### src/rtl/bless_port_alloc.sv
// bless_port_alloc -- switch allocator for a bufferless deflection (BLESS) router.
//
// Purpose:
//   Gives every valid incoming link flit an output port for the next cycle.
//   Flits are served oldest first. The flit that wins is ejected to the
//   local sink when it is destined here. Flits that lose are deflected to a
//   free port. One local injection goes into a slot that is left free.
//   All link and ejection outputs are registered, so the latency is 1 cycle.
//
// Ports:
//   clk, rst                 clock, asynchronous active-high reset
//   ctrl_in_n/s/e/w          incoming control words {valid, src[3:0], dest[3:0], age[3:0]}
//   rmatrix_n/s/e/w          productive directions per input {W, E, S, N}
//   resource_go[3:0]         per input (n,s,e,w): flit is destined for this router
//   eject_ready              the local sink can accept one flit this cycle
//   inj_req, inj_ctrl,       local injection request, its control word and
//   inj_rmatrix              its productive directions
//   inj_ack                  combinational: the injected flit is taken at this edge
//   ctrl_out_n/s/e/w         registered outgoing control words (all zero = idle)
//   eject_valid, eject_ctrl  registered ejected flit
//   starve                   registered injection-starvation flag
//
// Configuration:
//   BLESS_STARVE_EN  defined: counts consecutive blocked injection cycles and
//                    raises starve once the count reaches STARVE_LIMIT.
//                    undefined: starve is tied low.

`ifndef CONTROL_W
`define CONTROL_W 13
`endif
`ifndef RMATRIX_W
`define RMATRIX_W 4
`endif

module bless_port_alloc #(
  parameter int STARVE_LIMIT = 8
) (
  input  logic                  clk,
  input  logic                  rst,
  input  logic [`CONTROL_W-1:0] ctrl_in_n,
  input  logic [`CONTROL_W-1:0] ctrl_in_s,
  input  logic [`CONTROL_W-1:0] ctrl_in_e,
  input  logic [`CONTROL_W-1:0] ctrl_in_w,
  input  logic [`RMATRIX_W-1:0] rmatrix_n,
  input  logic [`RMATRIX_W-1:0] rmatrix_s,
  input  logic [`RMATRIX_W-1:0] rmatrix_e,
  input  logic [`RMATRIX_W-1:0] rmatrix_w,
  input  logic [3:0]            resource_go,
  input  logic                  eject_ready,
  input  logic                  inj_req,
  input  logic [`CONTROL_W-1:0] inj_ctrl,
  input  logic [`RMATRIX_W-1:0] inj_rmatrix,
  output logic                  inj_ack,
  output logic [`CONTROL_W-1:0] ctrl_out_n,
  output logic [`CONTROL_W-1:0] ctrl_out_s,
  output logic [`CONTROL_W-1:0] ctrl_out_e,
  output logic [`CONTROL_W-1:0] ctrl_out_w,
  output logic                  eject_valid,
  output logic [`CONTROL_W-1:0] eject_ctrl,
  output logic                  starve
);

  localparam int CW = `CONTROL_W;
  localparam int RW = `RMATRIX_W;

  logic [CW-1:0] cin   [4];
  logic [RW-1:0] rin   [4];
  logic [3:0]    valid;
  logic [3:0]    age   [4];
  logic [1:0]    rot   [4];  // distance of each input from rr_ptr
  logic [1:0]    rank  [4];  // position in the priority order among valid inputs
  logic [1:0]    rr_ptr;
  logic          tie_at_top;

  logic [CW-1:0] out_nxt [4];
  logic          ej_hit;
  logic [CW-1:0] ej_nxt;
  logic [3:0]    free;
  logic [3:0]    grant;

  assign cin[0] = ctrl_in_n;
  assign cin[1] = ctrl_in_s;
  assign cin[2] = ctrl_in_e;
  assign cin[3] = ctrl_in_w;
  assign rin[0] = rmatrix_n;
  assign rin[1] = rmatrix_s;
  assign rin[2] = rmatrix_e;
  assign rin[3] = rmatrix_w;

  // The flit leaves with its age plus one. The age saturates at 4'hF.
  // The forwarded word is always valid.
  function automatic logic [CW-1:0] fwd(input logic [CW-1:0] w);
    logic [3:0] a;
    a = (w[3:0] == 4'hF) ? 4'hF : w[3:0] + 4'd1;
    return {1'b1, w[11:4], a};
  endfunction

  // Choose the lowest free productive port. If none is free, choose the
  // lowest free port. The result is one-hot, or zero when nothing is free.
  function automatic logic [3:0] pick_port(input logic [3:0] prod, input logic [3:0] fr);
    logic [3:0] cand;
    cand = ((prod & fr) != 4'b0) ? (prod & fr) : fr;
    return cand & (~cand + 4'd1);  // keep only the lowest set bit
  endfunction

  // Rank every valid input. Input i loses to input j when j is older. When
  // both have the same age, i loses when j is closer to rr_ptr in n,s,e,w order.
  always_comb begin
    for (int i = 0; i < 4; i++) begin
      valid[i] = cin[i][12];
      age[i]   = cin[i][3:0];
      rot[i]   = 2'(i) - rr_ptr;
    end
    for (int i = 0; i < 4; i++) begin
      rank[i] = 2'd0;
      for (int j = 0; j < 4; j++) begin
        if (j != i && valid[j] &&
            ((age[j] > age[i]) || (age[j] == age[i] && rot[j] < rot[i])))
          rank[i] = rank[i] + 2'd1;
      end
    end
  end

  // rr_ptr advances only when the oldest age is shared by two or more inputs.
  always_comb begin
    logic [2:0] top_cnt;
    logic       is_top;
    top_cnt = 3'd0;
    for (int i = 0; i < 4; i++) begin
      is_top = valid[i];
      for (int j = 0; j < 4; j++)
        if (valid[j] && age[j] > age[i]) is_top = 1'b0;
      if (is_top) top_cnt = top_cnt + 3'd1;
    end
    tie_at_top = (top_cnt >= 3'd2);
  end

  // Visit the inputs in priority order. Each one either takes the single
  // ejection slot or claims a port from the free mask.
  // NOTE: every variable written here gets its default value before any
  // branch, so this block cannot infer a latch. Blocking '=' is used on
  // purpose: each later iteration must see the free mask that earlier
  // iterations updated.
  always_comb begin
    out_nxt = '{default: '0};
    free    = 4'hF;
    grant   = 4'b0;
    ej_hit  = 1'b0;
    ej_nxt  = '0;
    inj_ack = 1'b0;
    for (int p = 0; p < 4; p++) begin
      for (int i = 0; i < 4; i++) begin
        if (valid[i] && rank[i] == 2'(p)) begin
          if (eject_ready && resource_go[i] && !ej_hit) begin
            ej_hit = 1'b1;
            ej_nxt = cin[i];
          end else begin
            // A flit that is destined here but not ejected has no productive port.
            grant = pick_port(resource_go[i] ? 4'b0 : rin[i], free);
            free  = free & ~grant;
            for (int q = 0; q < 4; q++)
              if (grant[q]) out_nxt[q] = fwd(cin[i]);
          end
        end
      end
    end
    // Every non-ejected flit holds one port, so a free port remains exactly
    // when fewer than four flits are forwarded.
    inj_ack = inj_req && (free != 4'b0);
    if (inj_ack) begin
      grant = pick_port(inj_rmatrix, free);
      free  = free & ~grant;
      for (int q = 0; q < 4; q++)
        if (grant[q]) out_nxt[q] = fwd(inj_ctrl);
    end
  end

  // NOTE: sequential state uses non-blocking '<=' so that every register
  // samples values from before the edge.
  always_ff @(posedge clk or posedge rst) begin
    if (rst) begin
      ctrl_out_n  <= '0;
      ctrl_out_s  <= '0;
      ctrl_out_e  <= '0;
      ctrl_out_w  <= '0;
      eject_valid <= 1'b0;
      eject_ctrl  <= '0;
      rr_ptr      <= 2'd0;
    end else begin
      ctrl_out_n  <= out_nxt[0];
      ctrl_out_s  <= out_nxt[1];
      ctrl_out_e  <= out_nxt[2];
      ctrl_out_w  <= out_nxt[3];
      eject_valid <= ej_hit;
      eject_ctrl  <= ej_nxt;
      if (tie_at_top) rr_ptr <= rr_ptr + 2'd1;
    end
  end

`ifdef BLESS_STARVE_EN
  localparam int SCW = $clog2(STARVE_LIMIT + 1);
  logic [SCW-1:0] starve_cnt;
  logic [SCW-1:0] starve_cnt_nxt;

  always_comb begin
    starve_cnt_nxt = '0;
    if (inj_req && !inj_ack)
      starve_cnt_nxt = (starve_cnt >= SCW'(STARVE_LIMIT)) ? SCW'(STARVE_LIMIT)
                                                          : starve_cnt + SCW'(1);
  end

  // starve follows the next count value, so it rises on the same edge that
  // the count reaches the limit.
  always_ff @(posedge clk or posedge rst) begin
    if (rst) begin
      starve_cnt <= '0;
      starve     <= 1'b0;
    end else begin
      starve_cnt <= starve_cnt_nxt;
      starve     <= (starve_cnt_nxt >= SCW'(STARVE_LIMIT));
    end
  end
`else
  // STARVE_LIMIT is only used when the starvation counter is built.
  logic unused_starve_limit;
  assign unused_starve_limit = ^STARVE_LIMIT;
  assign starve = 1'b0;
`endif

endmodule

### config.mk
export PLATFORM = sky130hd
export DESIGN_NAME = bless_port_alloc
export DESIGN_NICKNAME = d
export VERILOG_FILES = /design/src/rtl/bless_port_alloc.sv
export SDC_FILE = /design/constraint.sdc
export NUM_CORES = 1
export LEC_CHECK = 0
export CORE_ASPECT_RATIO = 1.2
export CORE_MARGIN = 2
export CORE_UTILIZATION = 30
export DETAILED_ROUTE_END_ITERATION = 8
export GPL_TIMING_DRIVEN = 0
export SLEW_MARGIN = 10
export SYNTH_ARGS = -nofsm -noshare
export SYNTH_HDL_FRONTEND = slang
export SYNTH_SLANG_ARGS = --single-unit
### constraint.sdc
create_clock -name clk -period 36.9 [get_ports clk]
set_input_delay 3.69 -clock clk [delete_from_list [all_inputs] [get_ports clk]]
set_output_delay 3.69 -clock clk [all_outputs]
set_load 0.02 [all_outputs]
After elaboration in Yosys (flattened, before gate mapping)
Cells that the tools add are included.
{"block": "op_classes", "n_addsub": 38, "order_cmp": 29, "eq_ne": 29, "n_mux": 255, "bitwise_logic": 81, "n_reduce_logical": 125}
{"operator": "$mux W52", "n": 33}
{"operator": "$mux W13", "n": 100}
{"operator": "$mux W4", "n": 58}
{"operator": "$and A4 B4 Y4", "n": 48}
{"operator": "$not A4 Y4", "n": 33}
{"operator": "$add A4 B1 Y4 const B", "n": 22}
{"operator": "$logic_and A1 B1 Y1", "n": 76}
{"operator": "$reduce_bool A4 Y1", "n": 18}
{"operator": "$gt A4 B4 Y1", "n": 16}
{"operator": "$mux W1", "n": 53}
{"operator": "$eq A4 B4 Y1", "n": 12}
{"operator": "$lt A2 B2 Y1", "n": 12}
{"operator": "$eq A4 B4 Y1 const B", "n": 5}
{"operator": "$mux W2", "n": 9}
{"operator": "$eq A2 B2 Y1 const B", "n": 8}
{"operator": "$logic_not A1 Y1", "n": 15}
{"operator": "$logic_or A1 B1 Y1", "n": 12}
{"operator": "$add A1 B1 Y2 const B", "n": 5}
{"operator": "$add A2 B1 Y2 const B", "n": 5}
{"operator": "$eq A2 B1 Y1 const B", "n": 4}
{"operator": "$logic_not A2 Y1", "n": 4}
{"operator": "$add A3 B1 Y3 const B", "n": 2}
{"operator": "$mux W3", "n": 2}
{"operator": "$sub A1 B2 Y2 const A", "n": 2}
{"operator": "2 further kinds", "n": 3}
{"block": "totals", "reg_bits": 68, "out_inout_bits": 68, "wordCells": 564}

Logic depth before layout (Yosys ltp)
{"block": "depth", "ltp_word": 171, "mapped_depth": 60}

Least setup slack after synthesis
Ideal clock, no wire load.
{"block": "synth_path", "path_kind": "input to output", "from": "in ctrl_in_e[2]", "to": "out inj_ack", "t_arrival_ps": 16122, "t_required_ps": 33210, "path_slack_ps": 17088, "path_stages": 56, "cell_sequence": "clkbuf_1 -> inv_1 -> ha_1 -> nand4_1 -> or2_2 -> nand2_1 -> nand2_1 -> ha_1 -> clkbuf_1 -> and4_1 -> nand2_1 -> o22a_4 -> a211o_4 -> o211ai_2 -> nor3b_4 -> o31a_1 -> nand2_1 -> a31o_1 -> (+20 left out) -> and4_4 -> a211o_2 -> a211o_1 -> a311oi_2 -> o22ai_2 -> a211o_1 -> a211oi_2 -> o21ai_2 -> and2_4 -> buf_6 -> o311ai_2 -> nand3_1 -> o22ai_2 -> o211ai_2 -> nor3_1 -> clkbuf_1 -> nor2_1 -> o31a_1"}
{"block": "synth_via", "elab_chain_cells": 162, "word_cells_on_any_way": 286, "cone_classes": "add/sub: 19; order compare: 6; eq/ne: 18; mux: 83; bitwise: 75; reduce/logical: 85"}
{"item": "from (decl)", "line": "42", "text": "input logic [`CONTROL_W-1:0] ctrl_in_e,"}
{"item": "branches (longest 159 deep; another with $gt A4 B4 Y1)"}
{"item": "$mux W4 *", "line": "153", "text": "if (valid[i] && rank[i] == 2'(p)) begin"}
{"item": "$reduce_bool A4 Y1 *", "line": "169", "text": "inj_ack = inj_req && (free != 4'b0);"}
{"item": "$logic_and A1 B1 Y1 *", "line": "169"}
{"item": "to (decl)", "line": "53", "text": "output logic inj_ack,"}
Every way passes the cells marked *.

Final worst setup path
{"block": "layout_path", "from": "in ctrl_in_n[1]", "to": "out inj_ack"}
{"block": "layout_via", "elab_chain_cells": 164, "word_cells_on_any_way": 294, "cone_classes": "add/sub: 23; order compare: 6; eq/ne: 18; mux: 87; bitwise: 75; reduce/logical: 85"}
{"item": "from (decl)", "line": "40", "text": "input logic [`CONTROL_W-1:0] ctrl_in_n,"}
{"item": "branches (longest 161 deep; another with $gt A4 B4 Y1)"}
{"item": "$mux W4 *", "line": "153"}
{"item": "$reduce_bool A4 Y1 *", "line": "169"}
{"item": "$logic_and A1 B1 Y1 *", "line": "169"}
Marks and branches as above.

==> summary.md <==
| Metric | Value |
|---|---|
| CP max stage cell | a2111oi_2 |
| RSZ-0062 raised after global routing | no |
| Max-Cap Viols | 0 |
| Data arrival, critical path | ~22 ns |
| Core ar. | roughly 45,000 sq um |
| DRT Wirelength | between 70 and 80 mm |
| Htree depth | 3 |
| First-pass GRT wire length | about 110 mm |
| Worst-margin pin slew | 1.348 ns |
| Hold violation count in the final report | 0 |
| Failing checks | DRC |
| Total CTS buffers | 9 |
| Yosys warns | 0 |
| Die Wd | roughly 200 um |
| Hold buffers post-CTS | 0 |
| Total GRT Usage | between 20% and 30% |
| Final WS setup | 11.46 ns |
| Max Clock Skew | ~0.0079 ns |
| PD cells | approximately 45 nW/um^2 |
| Root buffer cell | clkbuf_16 |
| CP Capture Point | inj_ack |
| Period utilization | slightly below 70% |
| Synth cell types | approximately 110 |
| Slew margin rel. | 9.276% |
| Crit start category | input port |
| Post-synthesis sequential area ratio | 12.47% |
| Grt ovf | 0 |
| Post-placement setup slack | between 10 and 15 ns |
| Drt initial violations | around 2,700 |
| # rows | 85 |
| ANT nets after route | 0 |
| Initial antenna violation count | 0 |
| Crit Path Max Fanout | 10 |
| Syn_area_per_cell | roughly 7.4 sq um |
| Post CTS Setup Buffer Count | 0 |
| Top_reg_cell synth | dfrtp_1 |
| Vias in the first global route | between 15,000 and 20,000 |
| Post-layout net count | between 2,000 and 2,500 |
| Design Power | about 0.73 mW |
| Filler cells | 4,787 |
| PostCTS Resize Cnt | 0 |
| Crit path from | ctrl_in_n[1] |
| Critical Path Sink Type | output port |
| Layout cells sized above 1 | ~5.7% |
| Worst-Skew Late Latency | about 0.34 ns |
| Post-synth EDFFs | 0 |
| PortBufs | ~140 |
| Max Fclk | 39.31 MHz |
| DR pass1 iterations | 9 |
| Status | finished with violations |
| Async set-reset flop share out of synthesis | 100.0% |
| Drt via density | 6.728 |
| R2r worst-path depth | 54 |
| Min cycle time layout | roughly 25 ns |
| Synth Net Count | just under 2,000 |
| Clk sinks | 68 |
| Largest net degree at the start of global routing | between 60 and 70 |
| Final Max Tran Viols | 0 |
| Diodes inserted | 0 |
| Worst stage delay on the critical path | ~0.90 ns |
| Reg2reg end | ctrl_out_w[11] |
| VDD IR-drop max | 0.02386 mV |
| Number of synthesized register bits | 68 |
| Syn Std Cell Area | 13,640 sq um |
| CP most frequent cell | o21ai_0 |
| WS Path Type | input port to output port |
| Worst Hold Class | flip-flop to flip-flop |
| Routed len/inst | around 28 um |
| RD Place Congestion | slightly below 1 |
| Required time worst endpoint | ~33 ns |
| Final setup vio count | 0 |
| CTS tree | yes |
| Worst-path clk slew | ~0.06 ns |
| Final TNS setup | 0 ns |
| Lkg Pwr | 6.263 nW |
| Flop2flop setup slack | just under 20 ns |
| DRC viols | 67 |
| # IOs | roughly 160 |
| P&R area growth vs syn | 18.09% |
| Clock Tree Buf Depth | 2 |
| Final hold slack | ~0.54 ns |
| Gate Count Post-Synth | between 1,500 and 2,000 |
| Initial core utilization | between 30% and 40% |
| Hpwl dp | 57.64 mm |
| Launch point of the worst reg-to-reg path | rr_ptr[1] |
| Die Ht | 237.6 um |
| Vias | ~18,000 |
| Die ar. | around 47,000 sq um |
[how the worst min path moves through the flow]
stage	from	to	slack (ns)	cells after the start
finish	rr_ptr[0]	rr_ptr[0]	0.54	1
global route	rr_ptr[0]	rr_ptr[0]	0.55	1
floorplan	rr_ptr[0]	rr_ptr[0]	0.50	1
global placement	rr_ptr[0]	rr_ptr[0]	0.53	1
CTS	rr_ptr[0]	rr_ptr[0]	0.54	1
detailed placement	rr_ptr[0]	rr_ptr[0]	0.53	1
[cell usage in the layout (no fill, tap or decap), types with 8 or more instances in the layout]
| cell type | instances |
|---|---|
| or2_2 | 12 |
| a21o_1 | 22 |
| nor2_1 | 104 |
| a22oi_1 | 15 |
| clkbuf_1 | 172 |
| o31a_1 | 9 |
| a211oi_1 | 26 |
| a221oi_1 | 56 |
| a221o_1 | 239 |
| nand3_1 | 71 |
| o31ai_1 | 11 |
| nand2_1 | 219 |
| clkdlybuf4s50_1 | 135 |
| dfrtp_1 | 68 |
| buf_1 | 17 |
| and2_1 | 13 |
| nand2b_1 | 35 |
| o22ai_1 | 8 |
| o211ai_1 | 16 |
| a222oi_1 | 58 |
| a2bb2oi_1 | 8 |
| inv_1 | 57 |
| and3_1 | 14 |
| ha_1 | 44 |
| a21oi_1 | 76 |
| nor2b_1 | 26 |
| a31oi_1 | 31 |
| a211o_1 | 9 |
| nor3_1 | 39 |
| clkbuf_16 | 9 |
| o21ai_1 | 17 |
| o21a_1 | 10 |
| nand4_1 | 13 |
| mux2i_1 | 36 |
| o21ai_0 | 79 |
[state kept, by name (all words and copies together), names as in the netlist]
signal and count:
ctrl_out_e 13, ctrl_out_n 13, ctrl_out_s 13, ctrl_out_w 13, eject_ctrl 13, eject_valid 1
rr_ptr 2
[report_power, final]
| part | internal [mW] | switching [mW] |
|---|---|---|
| clock network | 0.0526 | 0.0351 |
| registers | 0.104 | 0.0109 |
| logic | 0.209 | 0.318 |
[critical path, delay by kind of cell]
family / cells / cell delay (ns)
AO/OA/AOI/OAI: 35 / 11.18
AND/OR/NAND/NOR: 14 / 4.05
buffers and inverters: 4 / 2.11
adder cells (fa/ha/maj): 2 / 0.66
[per-stage QoR]
stage / instances / utilization (%) / instance area (sq um)
3_3_place_gp: 2587 / 35.11 / 15760
5_1_grt: 2606 / 35.90 / 16110
6_report: 2606 / 35.90 / 16110
4_1_cts: 2606 / 35.90 / 16110
2_1_floorplan: 1843 / - / 13640
3_5_place_dp: 2590 / 35.23 / 15810
[cells by family (layout without fill, tap and decap cells)]
logic type,count (synthesis),count (layout),share of synthesized area (%)
compound gates,819,819,50.66
xor+xnor,9,9,0.5778
fa+ha+maj,44,44,4.035
buf+inv,257,411,7.291
flops,68,68,12.47
mux,44,44,3.302
other cells,1,1,0.02749
simple gates,601,601,21.63
[layout make-up]
| cell class | count | area, sq um | area share, % |
|---|---|---|---|
| repair buffers | 138 | 1391 | 8.636 |
| multi-input cells | 1518 | 10960 | 68.02 |
| clock inverters | 7 | 75.07 | 0.4659 |
| clock buffers | 9 | 225.2 | 1.398 |
| flip-flops and latches | 68 | 1702 | 10.56 |
| well taps | 609 | 762.0 | 4.729 |
| plain buffers | 199 | 777.0 | 4.823 |
| inverters | 58 | 220.2 | 1.367 |
[cells in the mapped netlist, types with 31 or more instances]
master | instances | area share [%]
a21oi_1 | 76 | 2.8
a221o_1 | 239 | 18
a221oi_1 | 56 | 3.6
a222oi_1 | 58 | 4.3
a31oi_1 | 31 | 1.4
clkbuf_1 | 172 | 4.7
dfrtp_1 | 68 | 12
ha_1 | 44 | 4.0
inv_1 | 58 | 1.6
mux2i_1 | 36 | 2.6
nand2_1 | 219 | 6.0
nand2b_1 | 35 | 1.6
nand3_1 | 71 | 2.6
nor2_1 | 104 | 2.9
nor3_1 | 40 | 1.5
o21ai_0 | 79 | 2.9
[routing by layer]
layer | part of all wire, % | wire length, um | global-route usage, %
met2 | 45 | 32560 | 47.72
met1 | 40 | 28930 | 38.27
met3 | 8.6 | 6243 | 3.391
met4 | 6.2 | 4444 | 15.90
met5 | 0 | 0 | 0
Power figures use the tool's default switching activity.
